## src/rtl/jt49_pkg.sv

```systemverilog
// jt49_pkg: shared bus-mode and sequencer-state encodings for the AY bus front end.
package jt49_pkg;
    localparam int ENTRY_W = 12;
    typedef enum logic [1:0] {
        MODE_INACT = 2'b00,
        MODE_RD    = 2'b01,
        MODE_WR    = 2'b10,
        MODE_LATCH = 2'b11
    } mode_t;
    typedef enum logic [1:0] {
        ST_IDLE   = 2'd0,
        ST_WRITE  = 2'd1,
        ST_RD_REQ = 2'd2,
        ST_RD_CAP = 2'd3
    } state_t;
endpackage

```

## src/rtl/jt49_bus_fifo.sv

```systemverilog
// jt49_bus_fifo: write queue of {addr, data} entries; a pop in the same clk lets a push into a full queue.
module jt49_bus_fifo
    import jt49_pkg::*;
#(
    parameter int AW = 2
) (
    input  logic               clk,
    input  logic               rst,
    input  logic               push,
    input  logic               pop,
    input  logic [ENTRY_W-1:0] din,
    output logic [ENTRY_W-1:0] dout,
    output logic               full,
    output logic               empty
);
    logic [ENTRY_W-1:0] mem [2**AW];
    logic [AW-1:0] wr_ptr, rd_ptr;
    logic [AW:0] cnt;
    logic push_ok, pop_ok;

    assign full    = cnt == (AW+1)'(1 << AW);
    assign empty   = cnt == '0;
    assign pop_ok  = pop && !empty;
    assign push_ok = push && (!full || pop_ok);
    assign dout    = mem[rd_ptr];

    always_ff @(posedge clk or posedge rst)
        if (rst) begin
            wr_ptr <= '0;
            rd_ptr <= '0;
            cnt    <= '0;
        end else begin
            if (push_ok) wr_ptr <= wr_ptr + 1'b1;
            if (pop_ok) rd_ptr <= rd_ptr + 1'b1;
            cnt <= cnt + (AW+1)'(push_ok) - (AW+1)'(pop_ok);
        end

    always_ff @(posedge clk)
        if (push_ok) mem[wr_ptr] <= din;
endmodule

```

## src/rtl/jt49_bus.sv

```systemverilog
// jt49_bus: AY-style BDIR/BC1 bus front end that queues register writes and
// sequences reads to the PSG core only after earlier writes have drained.
module jt49_bus
    import jt49_pkg::*;
#(
    parameter int FIFO_AW = 2
) (
    input  logic       clk,
    input  logic       rst,
    input  logic       cen,
    input  logic       bdir,
    input  logic       bc1,
    input  logic [7:0] cpu_din,
    output logic [7:0] cpu_dout,
    output logic       rd_valid,
    output logic       ovf,
    output logic [3:0] psg_addr,
    output logic       psg_cs_n,
    output logic       psg_wr_n,
    output logic [7:0] psg_din,
    input  logic [7:0] psg_dout
);
    mode_t mode, prev_mode;
    state_t state, state_nx;
    logic [3:0] addr_l, rd_addr;
    logic [ENTRY_W-1:0] head;
    logic rd_pend, rd_cmd, wr_cmd, lt_cmd, take_rd, pop, full, empty;

    assign mode   = mode_t'({bdir, bc1});
    assign rd_cmd = mode != prev_mode && mode == MODE_RD;
    assign wr_cmd = mode != prev_mode && mode == MODE_WR;
    assign lt_cmd = mode != prev_mode && mode == MODE_LATCH;

    jt49_bus_fifo #(.AW(FIFO_AW)) u_fifo (
        .clk   (clk),
        .rst   (rst),
        .push  (wr_cmd),
        .pop   (pop),
        .din   ({addr_l, cpu_din}),
        .dout  (head),
        .full  (full),
        .empty (empty)
    );

    always_ff @(posedge clk or posedge rst)
        if (rst) state <= ST_IDLE;
        else state <= state_nx;

    // A read arriving this very clk counts as pending so an idle bus meets the 2-clk read latency
    always_comb begin
        state_nx = state;
        pop      = 1'b0;
        take_rd  = 1'b0;
        case (state)
            ST_IDLE:
                if ((rd_pend || rd_cmd) && empty) begin
                    state_nx = ST_RD_REQ;
                    take_rd  = 1'b1;
                end else if (!empty && cen) begin
                    state_nx = ST_WRITE;
                    pop      = 1'b1;
                end
            ST_RD_REQ: state_nx = ST_RD_CAP;
            default:   state_nx = ST_IDLE;
        endcase
    end

    always_ff @(posedge clk or posedge rst)
        if (rst) begin
            prev_mode <= MODE_INACT;
            addr_l    <= '0;
            rd_addr   <= '0;
            rd_pend   <= 1'b0;
            ovf       <= 1'b0;
        end else begin
            prev_mode <= mode;
            if (lt_cmd && cpu_din[7:4] == 4'd0) addr_l <= cpu_din[3:0];
            if (rd_cmd && !rd_pend) rd_addr <= addr_l;
            rd_pend <= take_rd ? 1'b0 : rd_pend || rd_cmd;
            if (wr_cmd && full && !pop) ovf <= 1'b1;
        end

    // Strobes are registered on entry so they span exactly the WRITE/RD_REQ clk
    always_ff @(posedge clk or posedge rst)
        if (rst) begin
            psg_addr <= '0;
            psg_din  <= '0;
            psg_cs_n <= 1'b1;
            psg_wr_n <= 1'b1;
            cpu_dout <= '0;
            rd_valid <= 1'b0;
        end else begin
            psg_cs_n <= !(pop || take_rd);
            psg_wr_n <= !pop;
            rd_valid <= state == ST_RD_CAP;
            if (state == ST_RD_CAP) cpu_dout <= psg_dout;
            if (pop) {psg_addr, psg_din} <= head;
            if (take_rd) psg_addr <= rd_pend ? rd_addr : addr_l;
        end
endmodule

```

## config.mk

```make
export PLATFORM = sky130hd
export DESIGN_NAME = jt49_bus
export DESIGN_NICKNAME = d
export VERILOG_FILES = /design/src/rtl/jt49_pkg.sv /design/src/rtl/jt49_bus_fifo.sv /design/src/rtl/jt49_bus.sv
export SDC_FILE = /design/constraint.sdc
export NUM_CORES = 1
export LEC_CHECK = 0
export ABC_CLOCK_PERIOD_IN_PS = 2600
export CAP_MARGIN = 5
export CORE_MARGIN = 2
export CORE_UTILIZATION = 23
export DETAILED_ROUTE_END_ITERATION = 10
export HOLD_SLACK_MARGIN = 0.12
export PLACE_DENSITY = 0.49
export SLEW_MARGIN = 30
export SYNTH_ARGS = -nofsm -noshare
export SYNTH_HDL_FRONTEND = slang
export SYNTH_SLANG_ARGS = --single-unit
```

## constraint.sdc

```tcl
create_clock -name clk -period 2.6 [get_ports clk]
set_clock_uncertainty 0.2 [all_clocks]
set_input_delay 0.78 -clock clk [delete_from_list [all_inputs] [get_ports clk]]
set_output_delay 0.78 -clock clk [all_outputs]
set_load 0.01 [all_outputs]
```

==> out/metrics.csv, run 1 <==
stage,metric,value,unit
synth,number of synthesized flops with an enable pin,48,
routing,iteration count of the initial detailed-routing pass,4,
synth,"Primary FF master, synth",edfxtp_1,
routing,via count,1918,
worst_setup_path,RR Startpoint,u_fifo.cnt[2],
worst_hold_path,worst hold path depth,1,
timing,unrepaired setup endpoints after global routing,no,
worst_hold_path,HP Class,flop to flop,
worst_setup_path,CP Class,input pin to flop,
worst_hold_path,min-delay src,u_fifo.rd_ptr[0],
timing,WHS,0.277,ns
synth,Yosys warnings,0,
layout,Inserted Diodes,0,
worst_setup_path,Worst Path Arrival,2.51,ns
worst_setup_path,"Slowest-stage cell, CP",clkdlybuf4s50_1,
worst_setup_path,R2R depth,9,
layout,most frequent cells in the layout,"edfxtp_1, clkdlybuf4s50_1, dfrtp_1",
place,# port buffers,44,
worst_setup_path,reg-to-reg endpoint,u_fifo.cnt[2],
synth,#FFs+latches synth,92,
routing,final wirelength,7.12,mm
synth,syn nets,225,
power,"Power, Total",0.00517,W
synth,largest area contributor in the netlist,edfxtp_1,
layout,fin nets,294,
power,power density over the cells,1070,nW/um2
floorplan,Cell Rows,46,
synth,Cells after Synth,197,
floorplan,die width,130,um
floorplan,die height,130,um
power,Static Leak,1.84,nW
worst_hold_path,Hold Path End,u_fifo.rd_ptr[0],
synth,synthesized cell area,3660,um2
layout,share of cells above drive strength 1,0.281,
cts,clk root buf,clkbuf_16,
power,clock share of power,0.269,
worst_setup_path,critical path's top delay family,adder cells,
synth,Async SR Flop Fraction,0.478,
outcome,status,finished clean,
global_route,gr usage total,0.0927,
layout,P&R area growth vs syn,31.8,%
worst_setup_path,"Buf+Inv Stages, Crit Path",3,
place,dpl hpwl,4.90,mm
timing,min cycle time layout,2.49,ns
cts,Num CTS Buffers,9,
cts,worst-case clock buffer depth,2,
global_route,first-pass GRT wire length,11.5,mm
cts,htree depth,3,
synth,Yosys cell types,32,
timing,Slew Limit Fails,0,
routing,Wirelength per Cell,14.6,um
power,Internal Pwr Total,0.00372,W
power,Comb power frac,0.303,
worst_setup_path,Worst path max stage delay,0.40,ns
routing,DRC Markers,0,
cts,Sink Count,92,
power,P_sw,0.00145,W
cts,TritonCTS clock tree,built,
worst_setup_path,CP Capture Type,flop,
cts,Clock Pin Slew Worst Setup and Hold Paths,0.06,ns
cts,Resized cells post-CTS,0,
synth,"Seq/Total Area, Yosys",0.695,
floorplan,core footprint,15700,um2
power,Seq pwr share,0.428,
layout,"most common cell after layout, fill and taps aside",edfxtp_1,
timing,Setup Viol. Count Final,0,
cts,Post-CTS Setup Bufs,0,
global_route,number of global-route vias before repair,2113,
floorplan,IO Pins,45,
global_route,largest net degree at the start of global routing,35,
routing,Via density,3.95,
flow_run,max cap viols,0,
cts,Skew-Pair Late Insertion Delay,0.34,ns
synth,share of the synthesized area in the top cell type,0.393,
worst_setup_path,Worst EP required,2.62,ns
floorplan,Initial Utilization,0.233,
timing,slew margin rel.,0.571,
worst_setup_path,register-to-register setup slack,0.26,ns
worst_setup_path,Startpoint Class,input pin,
timing,period utilisation layout,0.957,
power,Sw Share,0.281,
worst_setup_path,largest fanout on the critical path,2,
routing,initial drt markers,49,
worst_setup_path,cell breakdown of the critical path,clkdlybuf4s50_1 -> o31a_2 -> nand2_4 -> inv_2 -> ha_1 -> inv_1 -> ha_1 -> fa_2 -> xnor2_1 -> xnor2_1,
synth,"top cells by area, synth","edfxtp_1, dfrtp_1, mux2_2",
global_route,initial antenna violation count,0,
cts,hold_buf cts,0,
routing,Routed Antenna Nets,0,
global_route,total grt overflow,0,
floorplan,die footprint,17000,um2
timing,count of final hold-check violations,0,
timing,Fmax,0.402,GHz
place,placer congestion estimate,0.709,
synth,"Avg Cell Area, Syn",18.6,um2
power,Max VDD drop,0.365,mV
timing,TNS Setup,0,ns
timing,Worst Max-Slew Pin Slew,0.644,ns
==> state kept, by name, indices dropped and copies added, names as in the netlist <==
| register | cells |
|---|---|
| addr_l | 4 |
| cpu_dout | 8 |
| ovf | 1 |
| prev_mode | 2 |
| psg_addr | 4 |
| psg_cs_n | 1 |
| psg_din | 8 |
| psg_wr_n | 1 |
| rd_addr | 4 |
| rd_pend | 1 |
| rd_valid | 1 |
| state | 2 |
| u_fifo.cnt | 3 |
| u_fifo.mem | 48 |
| u_fifo.rd_ptr | 2 |
| u_fifo.wr_ptr | 2 |
==> Yosys cell counts (2+ instances only) <==
cell type and number:
edfxtp_1 48, dfrtp_1 42, mux2_2 25, mux2i_1 12, inv_1 10, mux4_2 7
nor2_1 7, ha_1 6, mux4_1 5, xnor2_1 5, and2_1 4, buf_6 3
nand2_1 3, dfstp_2 2
==> how the worst max path moves through the flow <==
stage               depth (start not counted)       endpoint  slack (ns)  startpoint
finish                                     10  u_fifo.cnt[2]        0.11         cen
CTS                                        10  u_fifo.cnt[2]        0.11         cen
floorplan                                  10  u_fifo.cnt[2]        0.01         cen
detailed placement                         10  u_fifo.cnt[2]       -0.24         cen
global route                               10  u_fifo.cnt[2]        0.04         cen
global placement                           10  u_fifo.cnt[2]       -0.21         cen
==> kinds of logic after synthesis <==
group	count (synthesis)	synth area share
compound gates	6	0.0174
xor+xnor	5	0.0120
fa+ha+maj	7	0.0260
buf+inv	16	0.0225
flops	92	0.695
mux	49	0.189
simple gates	22	0.0389
==> routing by layer <==
metal,global-route usage,part of all wire,vias up
met4,0.0512,0.022,0
li1,-,-,874
met1,0.123,0.47,1003
met2,0.141,0.47,30
met5,0,0,-
met3,0.0209,0.033,11
==> stage by stage <==
step / instance area [um2] / utilization / setup slack (ns) / std cells
after detailed placement: 4520 / 0.287 / -0.243 / 471
after floorplan: 3670 / - / 0.0118 / 197
final: 4830 / 0.307 / 0.111 / 486
after global placement: 4520 / 0.287 / -0.211 / 471
after CTS: 4830 / 0.307 / 0.110 / 486
after global routing: 4830 / 0.307 / 0.0365 / 486
==> power groups by stage <==
stage	Clock, W	Combinational [W]	Sequential [W]
floorplan	0	0.000924	0.00223
global placement	0	0.00158	0.00224
detailed placement	0	0.00160	0.00225
CTS	0.00143	0.00161	0.00222
global route	0.00149	0.00172	0.00227
finish	0.00139	0.00157	0.00221
==> area by class of cell <==
| cell class | count | area [um2] |
|---|---|---|
| clock buffers | 10 | 229 |
| clock inverters | 5 | 85.1 |
| fillers | 1537 | 10900 |
| inverters | 11 | 41.3 |
| multi-input cells | 89 | 1040 |
| flip-flops and latches | 92 | 2540 |
| well taps | 216 | 270 |
| repair buffers | 63 | 621 |
Power figures use the tool's default switching activity.
==> run 2, diff against run 1 <==
Settings changed: HOLD_SLACK_MARGIN 0.12 to unset.
==> results of run 2 <==
No change in the layout: final DEF, timing and power equal those of run 1.
==> run 3, diff against run 2 <==
Settings changed: ABC_CLOCK_PERIOD_IN_PS 2600 to 2300, PLACE_DENSITY 0.49 to 0.48.
Clock period 2.6 ns to 2.3 ns, I/O delays scaled along.
==> run 3 against run 2 <==
Net effect: non-clock buffer count increased by 7; total power rose by 16%; cell count up 1.6%; first-iteration DRC count is 18% higher; setup slack got worse by 0.046 ns; hold slack improved by 0.0067 ns; sequential power up 11%; cell area rose by 2.9%; via count down 1.0%; sequential cell count is the same; die area unchanged.
==> out/metrics.csv, run 3 (synthesis gave the netlist of run 1 again) <==
stage,metric,value,unit
floorplan,Cell Rows,46,
global_route,largest net degree at the start of global routing,21,
worst_hold_path,Hold Path End,ovf,
global_route,met3 GRT Util,0.0361,
worst_setup_path,R2R depth,9,
place,dpl hpwl,4.87,mm
worst_setup_path,largest fanout on the critical path,2,
floorplan,IO Pins,45,
timing,period utilisation layout,0.972,
flow_run,max cap viols,0,
timing,WHS,0.283,ns
layout,max reg flops,48,
layout,"most common cell after layout, fill and taps aside",edfxtp_1,
cts,TritonCTS clock tree,built,
global_route,routing usage on met2,0.148,
routing,final wirelength,6.88,mm
layout,biggest regs,"u_fifo.mem x48, cpu_dout x8, psg_din x8",
worst_setup_path,CP Capture Type,flop,
global_route,number of global-route vias before repair,2078,
global_route,gr usage total,0.0907,
global_route,total grt overflow,0,
outcome,status,finished clean,
floorplan,die height,130,um
worst_setup_path,RR Startpoint,u_fifo.cnt[0],
routing,Via density,3.84,
cts,Clock Pin Slew Worst Setup and Hold Paths,0.06,ns
timing,Worst Max-Slew Pin Slew,0.405,ns
routing,iteration count of the initial detailed-routing pass,4,
place,# port buffers,44,
layout,fin nets,301,
worst_setup_path,Worst EP required,2.32,ns
timing,Fmax,0.447,GHz
power,Internal Pwr Total,0.00432,W
timing,TNS Setup,0,ns
place,placer congestion estimate,0.699,
cts,Skew-Pair Late Insertion Delay,0.34,ns
global_route,initial antenna violation count,0,
floorplan,core footprint,15700,um2
cts,worst-case clock buffer depth,2,
layout,P&R area growth vs syn,35.7,%
worst_setup_path,Startpoint Class,flop,
power,P_sw,0.00166,W
global_route,met1 usage,0.110,
worst_hold_path,worst hold path depth,1,
cts,hold_buf cts,0,
power,clock share of power,0.257,
timing,unrepaired setup endpoints after global routing,no,
layout,# fillers,1529,
routing,via count,1898,
layout,Inserted Diodes,0,
worst_setup_path,CP Class,flop to flop,
power,"Power, Total",0.00598,W
timing,slew margin rel.,0.729,
cts,Num CTS Buffers,9,
cts,Post-CTS Setup Bufs,0,
timing,min cycle time layout,2.23,ns
worst_hold_path,min-delay src,ovf,
global_route,layer with the highest usage,met2,
power,power density over the cells,1200,nW/um2
cts,htree depth,3,
worst_setup_path,Worst Path Arrival,2.25,ns
layout,share of cells above drive strength 1,0.313,
power,Max VDD drop,0.352,mV
routing,Wirelength per Cell,13.9,um
worst_setup_path,reg-to-reg endpoint,u_fifo.cnt[2],
timing,Setup Viol. Count Final,0,
timing,count of final hold-check violations,0,
power,Comb power frac,0.332,
routing,Routed Antenna Nets,0,
power,Seq pwr share,0.411,
routing,initial drt markers,58,
floorplan,Initial Utilization,0.233,
worst_setup_path,register-to-register setup slack,0.07,ns
cts,clk root buf,clkbuf_16,
floorplan,die footprint,17000,um2
routing,DRC Markers,0,
layout,"Most flops, register",u_fifo.mem,
worst_hold_path,HP Class,flop to flop,
power,Sw Share,0.278,
global_route,first-pass GRT wire length,11.2,mm
layout,most frequent cells in the layout,"edfxtp_1, dfrtp_1, clkdlybuf4s50_1",
timing,Slew Limit Fails,0,
cts,Sink Count,92,
power,Static Leak,1.92,nW
floorplan,die width,130,um
-- run 3: final cells by class --
| type | count | area [um2] | share of cell area |
|---|---|---|---|
| Clock inverter | 6 | 78.8 | 0.0159 |
| Multi-Input combinational cell | 89 | 1080 | 0.217 |
| Clock buffer | 10 | 229 | 0.0461 |
| Sequential cell | 92 | 2540 | 0.512 |
| Tap cell | 216 | 270 | 0.0544 |
| Timing Repair Buffer | 70 | 726 | 0.146 |
| Inverter | 11 | 43.8 | 0.00881 |
-- run 3: worst max-delay path: stages, from the launching register on --
cell and delay, ns:
dfrtp_1 0.39, o31a_4 0.37, nand2_4 0.08, inv_4 0.04, ha_4 0.25, inv_2 0.04, ha_4 0.14, fa_2 0.34
xnor2_2 0.14, xnor2_1 0.12
-- run 3: worst max-delay path by stage --
stage | from | end | slack, ns | depth (start not counted)
5_1_grt | u_fifo.cnt[0] | u_fifo.cnt[2] | 0.02 | 9
3_5_place_dp | cen | u_fifo.cnt[2] | -0.48 | 10
3_3_place_gp | cen | u_fifo.cnt[2] | -0.44 | 10
6_report | u_fifo.cnt[0] | u_fifo.cnt[2] | 0.07 | 9
2_1_floorplan | cen | u_fifo.cnt[2] | -0.16 | 10
4_1_cts | bdir | u_fifo.cnt[1] | 0.008 | 6
-- run 3: what timing repair did --
action | CTS | global route
pin swaps | 4 | 2
endpoints found under the setup margin | 42 | 55
gates resized for setup | 2 | 2
-- run 3: metrics by stage --
| stage | std cells | util | cell area, um2 | worst slack (ns) |
|---|---|---|---|---|
| 6_report | 494 | 0.316 | 4970 | 0.0651 |
| 5_1_grt | 494 | 0.316 | 4970 | 0.0160 |
| 4_1_cts | 494 | 0.316 | 4970 | 0.00757 |
| 3_5_place_dp | 478 | 0.297 | 4660 | -0.479 |
| 3_3_place_gp | 478 | 0.297 | 4660 | -0.437 |
| 2_1_floorplan | 197 | - | 3710 | -0.165 |
-- run 3: power by group through the flow --
stage / Clock, W / Sequential, W / Combinational (W)
6_report: 0.00154 / 0.00246 / 0.00199
3_3_place_gp: 0 / 0.00249 / 0.00201
3_5_place_dp: 0 / 0.00250 / 0.00205
5_1_grt: 0.00167 / 0.00252 / 0.00219
4_1_cts: 0.00160 / 0.00247 / 0.00206
2_1_floorplan: 0 / 0.00253 / 0.00111
-- run 3: per-layer routing --
metal / up-vias / wire [um]
met1: 961 / 3030
met5: - / 0
met2: 37 / 3400
met4: 0 / 102
met3: 9 / 342
li1: 891 / -
